--- src/rtl/qspi_pkg.sv ---
// Shared types and sizing for the QSPI receive deserialiser.
package qspi_pkg;

  localparam int unsigned DATA_W         = 32;
  localparam int unsigned QSPI_MAX_BYTES = 4;
  localparam int unsigned LEN_W          = 3;
  localparam int unsigned CNT_W          = 6;
  localparam int unsigned IO_W           = 4;

  typedef enum logic [1:0] {
    QSPI_SINGLE = 2'b00,
    QSPI_DUAL   = 2'b01,
    QSPI_QUAD   = 2'b10
  } qspi_mode_e;

  typedef enum logic [1:0] {
    RX_IDLE  = 2'b00,
    RX_SHIFT = 2'b01,
    RX_HOLD  = 2'b10
  } rx_state_e;

endpackage

--- src/rtl/qspi_rx_deser_if.sv ---
// Control, IO sample and read-data handshake bundle of the QSPI receive path.
interface qspi_rx_deser_if;
  import qspi_pkg::*;

  logic              start;
  logic [1:0]        mode;
  logic [LEN_W-1:0]  rx_len;
  logic              sample_en;
  logic [IO_W-1:0]   io_in;
  logic              abort;
  logic [DATA_W-1:0] rx_data;
  logic              rx_valid;
  logic              rx_ready;
  logic              busy;
  logic              done;

  modport master (
    output start, mode, rx_len, sample_en, io_in, abort, rx_ready,
    input  rx_data, rx_valid, busy, done
  );

  modport slave (
    input  start, mode, rx_len, sample_en, io_in, abort, rx_ready,
    output rx_data, rx_valid, busy, done
  );

endinterface

--- src/rtl/qspi_rx_deser.sv ---
// QSPI receive deserialiser: samples IO lines on SCK strobes in single/dual/quad
// mode, packs 1-4 bytes MSB-first and hands the word over a valid/ready handshake.
module qspi_rx_deser
  import qspi_pkg::*;
(
  input  logic            clk,
  input  logic            rst_n,
  qspi_rx_deser_if.slave  rx_if
);

  rx_state_e         state_q, state_d;
  qspi_mode_e        mode_q, mode_d;
  logic [LEN_W-1:0]  bytes_q, bytes_d;
  logic [CNT_W-1:0]  cnt_q, cnt_d;
  logic [DATA_W-1:0] sr_q, sr_d;
  logic [DATA_W-1:0] rx_data_q, rx_data_d;
  logic              rx_valid_q, rx_valid_d;
  logic              busy_q, busy_d;
  logic              done_q, done_d;

  logic [CNT_W-1:0]  total_beats;
  logic [DATA_W-1:0] sr_shift;

  // Beat total and next shift value follow the configuration latched at start.
  always_comb begin
    total_beats = {bytes_q, 3'b000};
    sr_shift    = {sr_q[DATA_W-2:0], rx_if.io_in[1]};
    case (mode_q)
      QSPI_SINGLE: begin
        total_beats = {bytes_q, 3'b000};
        sr_shift    = {sr_q[DATA_W-2:0], rx_if.io_in[1]};
      end
      QSPI_DUAL: begin
        total_beats = {1'b0, bytes_q, 2'b00};
        sr_shift    = {sr_q[DATA_W-3:0], rx_if.io_in[1:0]};
      end
      default: begin
        total_beats = {2'b00, bytes_q, 1'b0};
        sr_shift    = {sr_q[DATA_W-5:0], rx_if.io_in[3:0]};
      end
    endcase
  end

  always_comb begin
    state_d    = state_q;
    mode_d     = mode_q;
    bytes_d    = bytes_q;
    cnt_d      = cnt_q;
    sr_d       = sr_q;
    rx_data_d  = rx_data_q;
    rx_valid_d = rx_valid_q;
    done_d     = 1'b0;

    if (rx_if.abort) begin
      state_d    = RX_IDLE;
      cnt_d      = '0;
      sr_d       = '0;
      rx_valid_d = 1'b0;
    end else begin
      case (state_q)
        RX_IDLE: begin
          if (rx_if.start) begin
            case (rx_if.mode)
              2'b00:   mode_d = QSPI_SINGLE;
              2'b01:   mode_d = QSPI_DUAL;
              default: mode_d = QSPI_QUAD;
            endcase
            // Out-of-range lengths fall back to a full word.
            if ((rx_if.rx_len == '0) || (rx_if.rx_len > LEN_W'(QSPI_MAX_BYTES))) begin
              bytes_d = LEN_W'(QSPI_MAX_BYTES);
            end else begin
              bytes_d = rx_if.rx_len;
            end
            cnt_d   = '0;
            sr_d    = '0;
            state_d = RX_SHIFT;
          end
        end
        RX_SHIFT: begin
          if (rx_if.sample_en) begin
            sr_d  = sr_shift;
            cnt_d = cnt_q + CNT_W'(1);
            if (cnt_q == (total_beats - CNT_W'(1))) begin
              rx_data_d  = sr_shift;
              rx_valid_d = 1'b1;
              state_d    = RX_HOLD;
            end
          end
        end
        RX_HOLD: begin
          if (rx_if.rx_ready) begin
            rx_valid_d = 1'b0;
            done_d     = 1'b1;
            cnt_d      = '0;
            state_d    = RX_IDLE;
          end
        end
        default: begin
          state_d    = RX_IDLE;
          cnt_d      = '0;
          rx_valid_d = 1'b0;
        end
      endcase
    end

    busy_d = (state_d != RX_IDLE);
  end

  always_ff @(posedge clk or negedge rst_n) begin
    if (!rst_n) begin
      state_q    <= RX_IDLE;
      mode_q     <= QSPI_SINGLE;
      bytes_q    <= LEN_W'(QSPI_MAX_BYTES);
      cnt_q      <= '0;
      sr_q       <= '0;
      rx_data_q  <= '0;
      rx_valid_q <= 1'b0;
      busy_q     <= 1'b0;
      done_q     <= 1'b0;
    end else begin
      state_q    <= state_d;
      mode_q     <= mode_d;
      bytes_q    <= bytes_d;
      cnt_q      <= cnt_d;
      sr_q       <= sr_d;
      rx_data_q  <= rx_data_d;
      rx_valid_q <= rx_valid_d;
      busy_q     <= busy_d;
      done_q     <= done_d;
    end
  end

  assign rx_if.rx_data  = rx_data_q;
  assign rx_if.rx_valid = rx_valid_q;
  assign rx_if.busy     = busy_q;
  assign rx_if.done     = done_q;

endmodule

--- src/flat_wrapper.sv ---
// flat-port wrapper written by rule: the top's interface ports become plain ports
module qspi_rx_deser_flat import qspi_pkg::*;
  (clk, rst_n, rx_if_start, rx_if_mode, rx_if_rx_len, rx_if_sample_en, rx_if_io_in, rx_if_abort, rx_if_rx_ready, rx_if_rx_data, rx_if_rx_valid, rx_if_busy, rx_if_done);
  qspi_rx_deser_if rx_if_i ();
  input  logic clk;
  input  logic rst_n;
  input wire logic [$bits(rx_if_i.start)-1:0] rx_if_start;
  input wire logic [$bits(rx_if_i.mode)-1:0] rx_if_mode;
  input wire logic [$bits(rx_if_i.rx_len)-1:0] rx_if_rx_len;
  input wire logic [$bits(rx_if_i.sample_en)-1:0] rx_if_sample_en;
  input wire logic [$bits(rx_if_i.io_in)-1:0] rx_if_io_in;
  input wire logic [$bits(rx_if_i.abort)-1:0] rx_if_abort;
  input wire logic [$bits(rx_if_i.rx_ready)-1:0] rx_if_rx_ready;
  output wire logic [$bits(rx_if_i.rx_data)-1:0] rx_if_rx_data;
  output wire logic [$bits(rx_if_i.rx_valid)-1:0] rx_if_rx_valid;
  output wire logic [$bits(rx_if_i.busy)-1:0] rx_if_busy;
  output wire logic [$bits(rx_if_i.done)-1:0] rx_if_done;
  assign rx_if_i.start = rx_if_start;
  assign rx_if_i.mode = rx_if_mode;
  assign rx_if_i.rx_len = rx_if_rx_len;
  assign rx_if_i.sample_en = rx_if_sample_en;
  assign rx_if_i.io_in = rx_if_io_in;
  assign rx_if_i.abort = rx_if_abort;
  assign rx_if_i.rx_ready = rx_if_rx_ready;
  assign rx_if_rx_data = rx_if_i.rx_data;
  assign rx_if_rx_valid = rx_if_i.rx_valid;
  assign rx_if_busy = rx_if_i.busy;
  assign rx_if_done = rx_if_i.done;
  qspi_rx_deser u_core (.clk(clk), .rst_n(rst_n), .rx_if(rx_if_i));
endmodule
--- config.mk ---
export PLATFORM = sky130hd
export DESIGN_NAME = qspi_rx_deser_flat
export DESIGN_NICKNAME = d
export VERILOG_FILES = /design/src/rtl/qspi_pkg.sv /design/src/rtl/qspi_rx_deser_if.sv /design/src/rtl/qspi_rx_deser.sv /design/src/flat_wrapper.sv
export SDC_FILE = /design/constraint.sdc
export NUM_CORES = 1
export LEC_CHECK = 0
export BUFFER_PORTS_ARGS = -buffer_cell sky130_fd_sc_hd__buf_4
export CAP_MARGIN = 20
export CORE_ASPECT_RATIO = 0.7
export CORE_MARGIN = 3
export CORE_UTILIZATION = 30
export DETAILED_ROUTE_END_ITERATION = 10
export GPL_ROUTABILITY_DRIVEN = 0
export GPL_TIMING_DRIVEN = 0
export HOLD_SLACK_MARGIN = 0.15
export PLACE_DENSITY = 0.46
export RECOVER_POWER = 25
export SYNTH_ARGS = -nofsm -noshare
export SYNTH_HDL_FRONTEND = slang
export SYNTH_SLANG_ARGS = --single-unit
--- constraint.sdc ---
create_clock -name clk -period 8.52 [get_ports clk]
set_input_delay 1.704 -clock clk [delete_from_list [all_inputs] [get_ports clk]]
set_output_delay 1.704 -clock clk [all_outputs]
set_load 0.01 [all_outputs]
Word-level counts from Yosys, hierarchy flattened
Cells that the tools add are included.
{"block": "totals", "out_inout_bits": 35, "elab_cells": 62, "ff_bits": 79, "input_bits": 15}
{"block": "op_classes", "reduce_logical": 12, "magnitude_cmp": 1, "mux": 27, "n_eq_ne": 10, "n_bitwise": 1, "add_sub_neg": 2}
{"cell": "$mux 31", "n": 3}
{"cell": "$pmux 32 s2", "n": 1}
{"cell": "$pmux 31 s2", "n": 1}
{"cell": "$mux 6", "n": 4}
{"cell": "$pmux 6 s3", "n": 1}
{"cell": "$pmux 6 s2", "n": 1}
{"cell": "$mux 2", "n": 5}
{"cell": "$ne 3x3->1 const B", "n": 3}
{"cell": "$reduce_and 3->1", "n": 3}
{"cell": "$reduce_and 4->1", "n": 2}
{"cell": "$mux 1", "n": 7}
{"cell": "$add 6x1->6 const B", "n": 1}
{"cell": "$eq 2x1->1 const B", "n": 3}
{"cell": "$eq 6x6->1", "n": 1}
{"cell": "$logic_not 2->1", "n": 3}
{"cell": "$pmux 2 s3", "n": 1}
{"cell": "$sub 6x1->6 const B", "n": 1}
{"cell": "$pmux 2 s2", "n": 1}
{"cell": "$gt 3x3->1 const B", "n": 1}
{"cell": "$logic_not 3->1", "n": 1}
{"cell": "$mux 3", "n": 1}
{"cell": "$ne 3x2->1 const B", "n": 1}
{"cell": "$pmux 1 s3", "n": 1}
{"cell": "$reduce_bool 3->1", "n": 1}
{"cell": "5 further kinds", "n": 5}

Logic depth before layout (Yosys ltp)
{"block": "logic_depth", "depth_word": 9, "mapped_depth": 12, "depth_no_buf": 9}

Least setup slack after synthesis
OpenSTA, ideal clock, no wires.
{"block": "synth_path", "path_type": "input -> register", "start": "in rx_if_sample_en", "end": "reg u_core.rx_data_q[10] (netlist: u_core.rx_if.rx_data[10])", "n_path_buf": 1, "path_stages": 7, "t_arrival_ns": 2.901, "setup_ns": 0.128, "path_slack_ns": 5.491, "path_cell_list": "o211ai_1 -> a21oi_1 -> o221ai_1 -> a2111oi_2 -> nand3_4 -> buf_6 -> mux2i_1"}
{"block": "synth_between", "elab_chain_len": 1}
{"element": "from (decl)", "line_no": "flat_wrapper.sv:10", "source": "input wire logic [$bits(rx_if_i.sample_en)-1:0] rx_if_sample_en;"}
{"element": "$reduce_and 4->1 (no source line)"}
{"element": "to (signal assigned)", "line_no": "qspi_rx_deser.sv:126", "source": "rx_data_q <= rx_data_d;"}
{"element": "to (decl)", "line_no": "qspi_rx_deser.sv:16", "source": "logic [DATA_W-1:0] rx_data_q, rx_data_d;"}
No other way between the ends.
A chain may end at the register's enable or synchronous reset.

Final worst setup path
{"block": "layout_path", "start": "reg u_core.mode_q[1]", "end": "reg u_core.rx_data_q[30] (netlist: u_core.rx_if.rx_data[30])"}
{"block": "layout_between", "elab_chain_len": 5, "word_cells_on_any_way": 7, "cone_classes": "1 x add/sub; 2 x eq/ne; 2 x mux; 2 x reduce/logical"}
{"element": "from (decl)", "line_no": "qspi_rx_deser.sv:12", "source": "qspi_mode_e mode_q, mode_d;"}
{"element": "from (signal assigned)", "line_no": "qspi_rx_deser.sv:122", "source": "mode_q <= mode_d;"}
{"element": "$eq 2x1->1 or $logic_not 2->1 (tied branches)", "line_no": "qspi_rx_deser.sv:28", "source": "case (mode_q)"}
{"element": "$pmux 6 s2", "line_no": "qspi_rx_deser.sv:28"}
{"element": "$sub 6x1->6", "line_no": "qspi_rx_deser.sv:83", "source": "if (cnt_q == (total_beats - CNT_W'(1))) begin"}
{"element": "$eq 6x6->1", "line_no": "qspi_rx_deser.sv:83"}
{"element": "$reduce_and 4->1 (no source line)"}
Several ways; a longest one is shown, not always the timed one.

==> qor.yml <==
outcome:
  status: "completed"
clock_tree:
  cts_tree: "built"
  clkTransAtPathRegs_ns: 0.06
  worstSkewPairLatency_ns: 0.34
  cts_max_path_buffers: 2
  postCtsSetupRepairBufs: 0
  cts_sinks: 79
  cts_htree_levels: 3
  numCtsBuffers: 9
  root_buffer: "clkbuf_16"
  cts_hold_buf: 0
  cts.repair.resized: 0
power:
  power_frac_clock_pct: 42.8
  p_sw_uw: 250.5
  leakagePower_uw: 0.002420
  combPwrFrac_pct: 15.4
  peakVddDrop_uv: 99.53
  p_seq_share_pct: 41.7
  p_sw_share_pct: 26.74
  p_int_uw: 686.1
  power_density_mw_per_mm2: 185.9
logic_synthesis:
  avgSynthCellArea_sq_um: 9.813
  netlist_area_sq_mm: 0.004111
  ys_types: 42
  ys.flop_type: "dfrtp_1"
  synth_common_cells: "dfrtp_1 (78), mux2i_1 (60), nand2_1 (46)"
  async_flop_share_pct: 100.0
  netlist_instances: 419
  synth_largest_area_cell: "dfrtp_1"
  yosysMostFrequentCell: "dfrtp_1"
  yosysTopAreaCellShare_pct: 47.47
  synth_area_leaders: "dfrtp_1 (47%), mux2i_1 (15%), o31ai_1 (5.8%)"
  synth-edff-count: 0
  syn_nets: 437
  ys_seq_elements: 79
  ys_seq_area_share_pct: 48.11
  ys_warn_count: 0
grt:
  grt_pass1_vias: 3239
  grt_max_degree: 80
  antenna_found_initial: 0
  grt_use_total_pct: 13.78
  grt_pass1_wl_microns: 16970
  overflow: 0
timing:
  slew_headroom_pct: 49.87
  period_share_pct: 40.27
  slew_violations: 0
  hold_viol_final: 0
  skew_ns: 0.008026
  setup_viol: 0
  grt_setup_unrepaired: "false"
  max_freq_mhz: 291.5
  finalCriticalPeriod_ns: 3.431
  setup_tns_ns: 0
  worstMarginPinSlew_ns: 0.7519
floorplanning:
  die_area_sq_mm: 0.01517
  die_w_microns: 145.9
  start_util_pct: 30.99
  core_area_sq_mm: 0.01327
  io_pins: 50
  fp.dieH_microns: 103.9
  row_count: 35
detailed_routing:
  wirelength_microns: 10010
  avgViaCountPerCell: 4.761
  final_antenna_net_count: 0
  vias: 3185
  wire_per_inst_microns: 14.96
  drt_iter0_markers: 166
  route.detailed.drc: 0
  drt_first_pass_iters: 4
final_layout:
  area_growth_pct: 22.55
  final_nets: 497
  num_antenna_cells: 0
  drive_gt1_share_pct: 17.15
  final_core_util_pct: 37.97
run:
  maxCapViolations: 0
setup_path:
  cp.required_ns: 8.72
  reg2reg_from: "u_core.mode_q[1]"
  r2r_cells: 12
  start_kind: "flop"
  critPathKind: "flop to flop"
  r2r_slack_ns: 5.09
  critical_path.endpoint: "u_core.rx_if.rx_data[30]"
  crit_arrival_ns: 3.63
  critPathCaptureType: "flop"
  rr_endpoint: "u_core.rx_if.rx_data[30]"
  crit_fanout: 10
  crit_start: "u_core.mode_q[1]"
place:
  io_buffers: 48
  dp.final_hpwl_microns: 7023
worst_hold_path:
  hp-class: "flop to flop"
[worst min-delay path by stage]
stage | cells after the start | slack, ns | to | start
global route | 2 | 0.52 | u_core.sr_q[30] | u_core.sr_q[30]
detailed placement | 2 | 0.48 | u_core.sr_q[30] | u_core.sr_q[30]
global placement | 2 | 0.47 | u_core.sr_q[30] | u_core.sr_q[30]
finish | 2 | 0.49 | u_core.sr_q[30] | u_core.sr_q[30]
CTS | 2 | 0.50 | u_core.sr_q[30] | u_core.sr_q[30]
floorplan | 2 | 0.45 | u_core.sr_q[30] | u_core.sr_q[30]
[power groups by stage]
| stage | logic, uW | clock network [uW] | registers [uW] |
|---|---|---|---|
| 6_report | 145 | 401 | 391 |
| 5_1_grt | 163 | 430 | 392 |
| 4_1_cts | 145 | 414 | 391 |
| 3_5_place_dp | 145 | 0 | 397 |
| 3_3_place_gp | 144 | 0 | 397 |
| 2_1_floorplan | 101 | 0 | 395 |
[cells by family after synthesis]
family	Yosys count	synth area share, %
AND/OR/NAND/NOR	115	12.57
AO/OA/AOI/OAI	93	14.64
flip-flops	79	48.11
multiplexers	68	16.89
buffers and inverters	58	6.238
XOR/XNOR	3	0.6392
adder cells (fa/ha/maj)	3	0.9131
[registers in the layout, indices dropped and copies added (netlist names)]
name / count
u_core.mode_q: 2
u_core.state_q: 2
u_core.cnt_q: 6
u_core.bytes_q: 3
u_core.rx_if.rx_valid: 1
u_core.sr_q: 31
u_core.rx_if.rx_data: 32
u_core.rx_if.done: 1
u_core.rx_if.busy: 1
[critical path, cell delays in order (launching register included)]
cell,delay (ns)
dfrtp_1,0.33
buf_2,0.18
clkbuf_1,0.38
clkbuf_1,0.42
a22oi_1,0.17
ha_1,0.36
o211ai_1,0.09
a21oi_1,0.15
o221ai_1,0.15
a2111oi_2,0.47
nand3_4,0.23
buf_6,0.24
mux2i_1,0.13
[cell usage in the layout (no fill, tap or decap), types with 2 or more instances in the layout]
master	n
buf_6	5
or2_2	2
mux2_2	6
nor3b_1	2
buf_1	3
buf_4	47
o21ai_0	18
ha_1	3
a21oi_1	31
nand3b_1	2
inv_1	30
clkbuf_1	22
mux2i_1	60
nand3_1	6
clkbuf_16	9
a2111oi_2	2
dfrtp_1	78
nor2_1	39
and3_1	2
nor2b_1	4
nand2b_1	5
and2_1	2
o31ai_1	32
clkbuf_8	3
nand2_1	46
xnor2_1	3
[metal layers]
layer / share of wire (%) / routed length (microns) / global-route usage [%]
met5: 0 / 0 / 0
met4: 1.9 / 191 / 4.404
met3: 4.5 / 455 / 3.789
met2: 41 / 4116 / 19.00
met1: 52 / 5247 / 20.67
[cell type report]
| class | instances | area, sq um |
|---|---|---|
| Buffer | 28 | 143.9 |
| Clock buffer | 14 | 274.0 |
| Clock inverter | 2 | 37.54 |
| Fill cell | 1365 | 8230 |
| Inverter | 30 | 112.6 |
| Multi-Input combinational cell | 282 | 1877 |
| Sequential cell | 79 | 1978 |
| Tap cell | 185 | 231.5 |
| Timing Repair Buffer | 49 | 384.1 |
[through the flow]
step	area, sq um	cells	total power (uW)	hold slack, ns	setup slack, ns
final	5039	669	936.6	0.4887	5.089
after global routing	5039	669	984.3	0.5214	4.732
after CTS	5015	668	949.6	0.4980	4.990
after detailed placement	4703	652	542.1	0.4849	5.030
after global placement	4703	652	540.8	0.4743	5.073
after floorplan	4111	419	496.3	0.4478	5.491
Power figures use the tool's default switching activity.
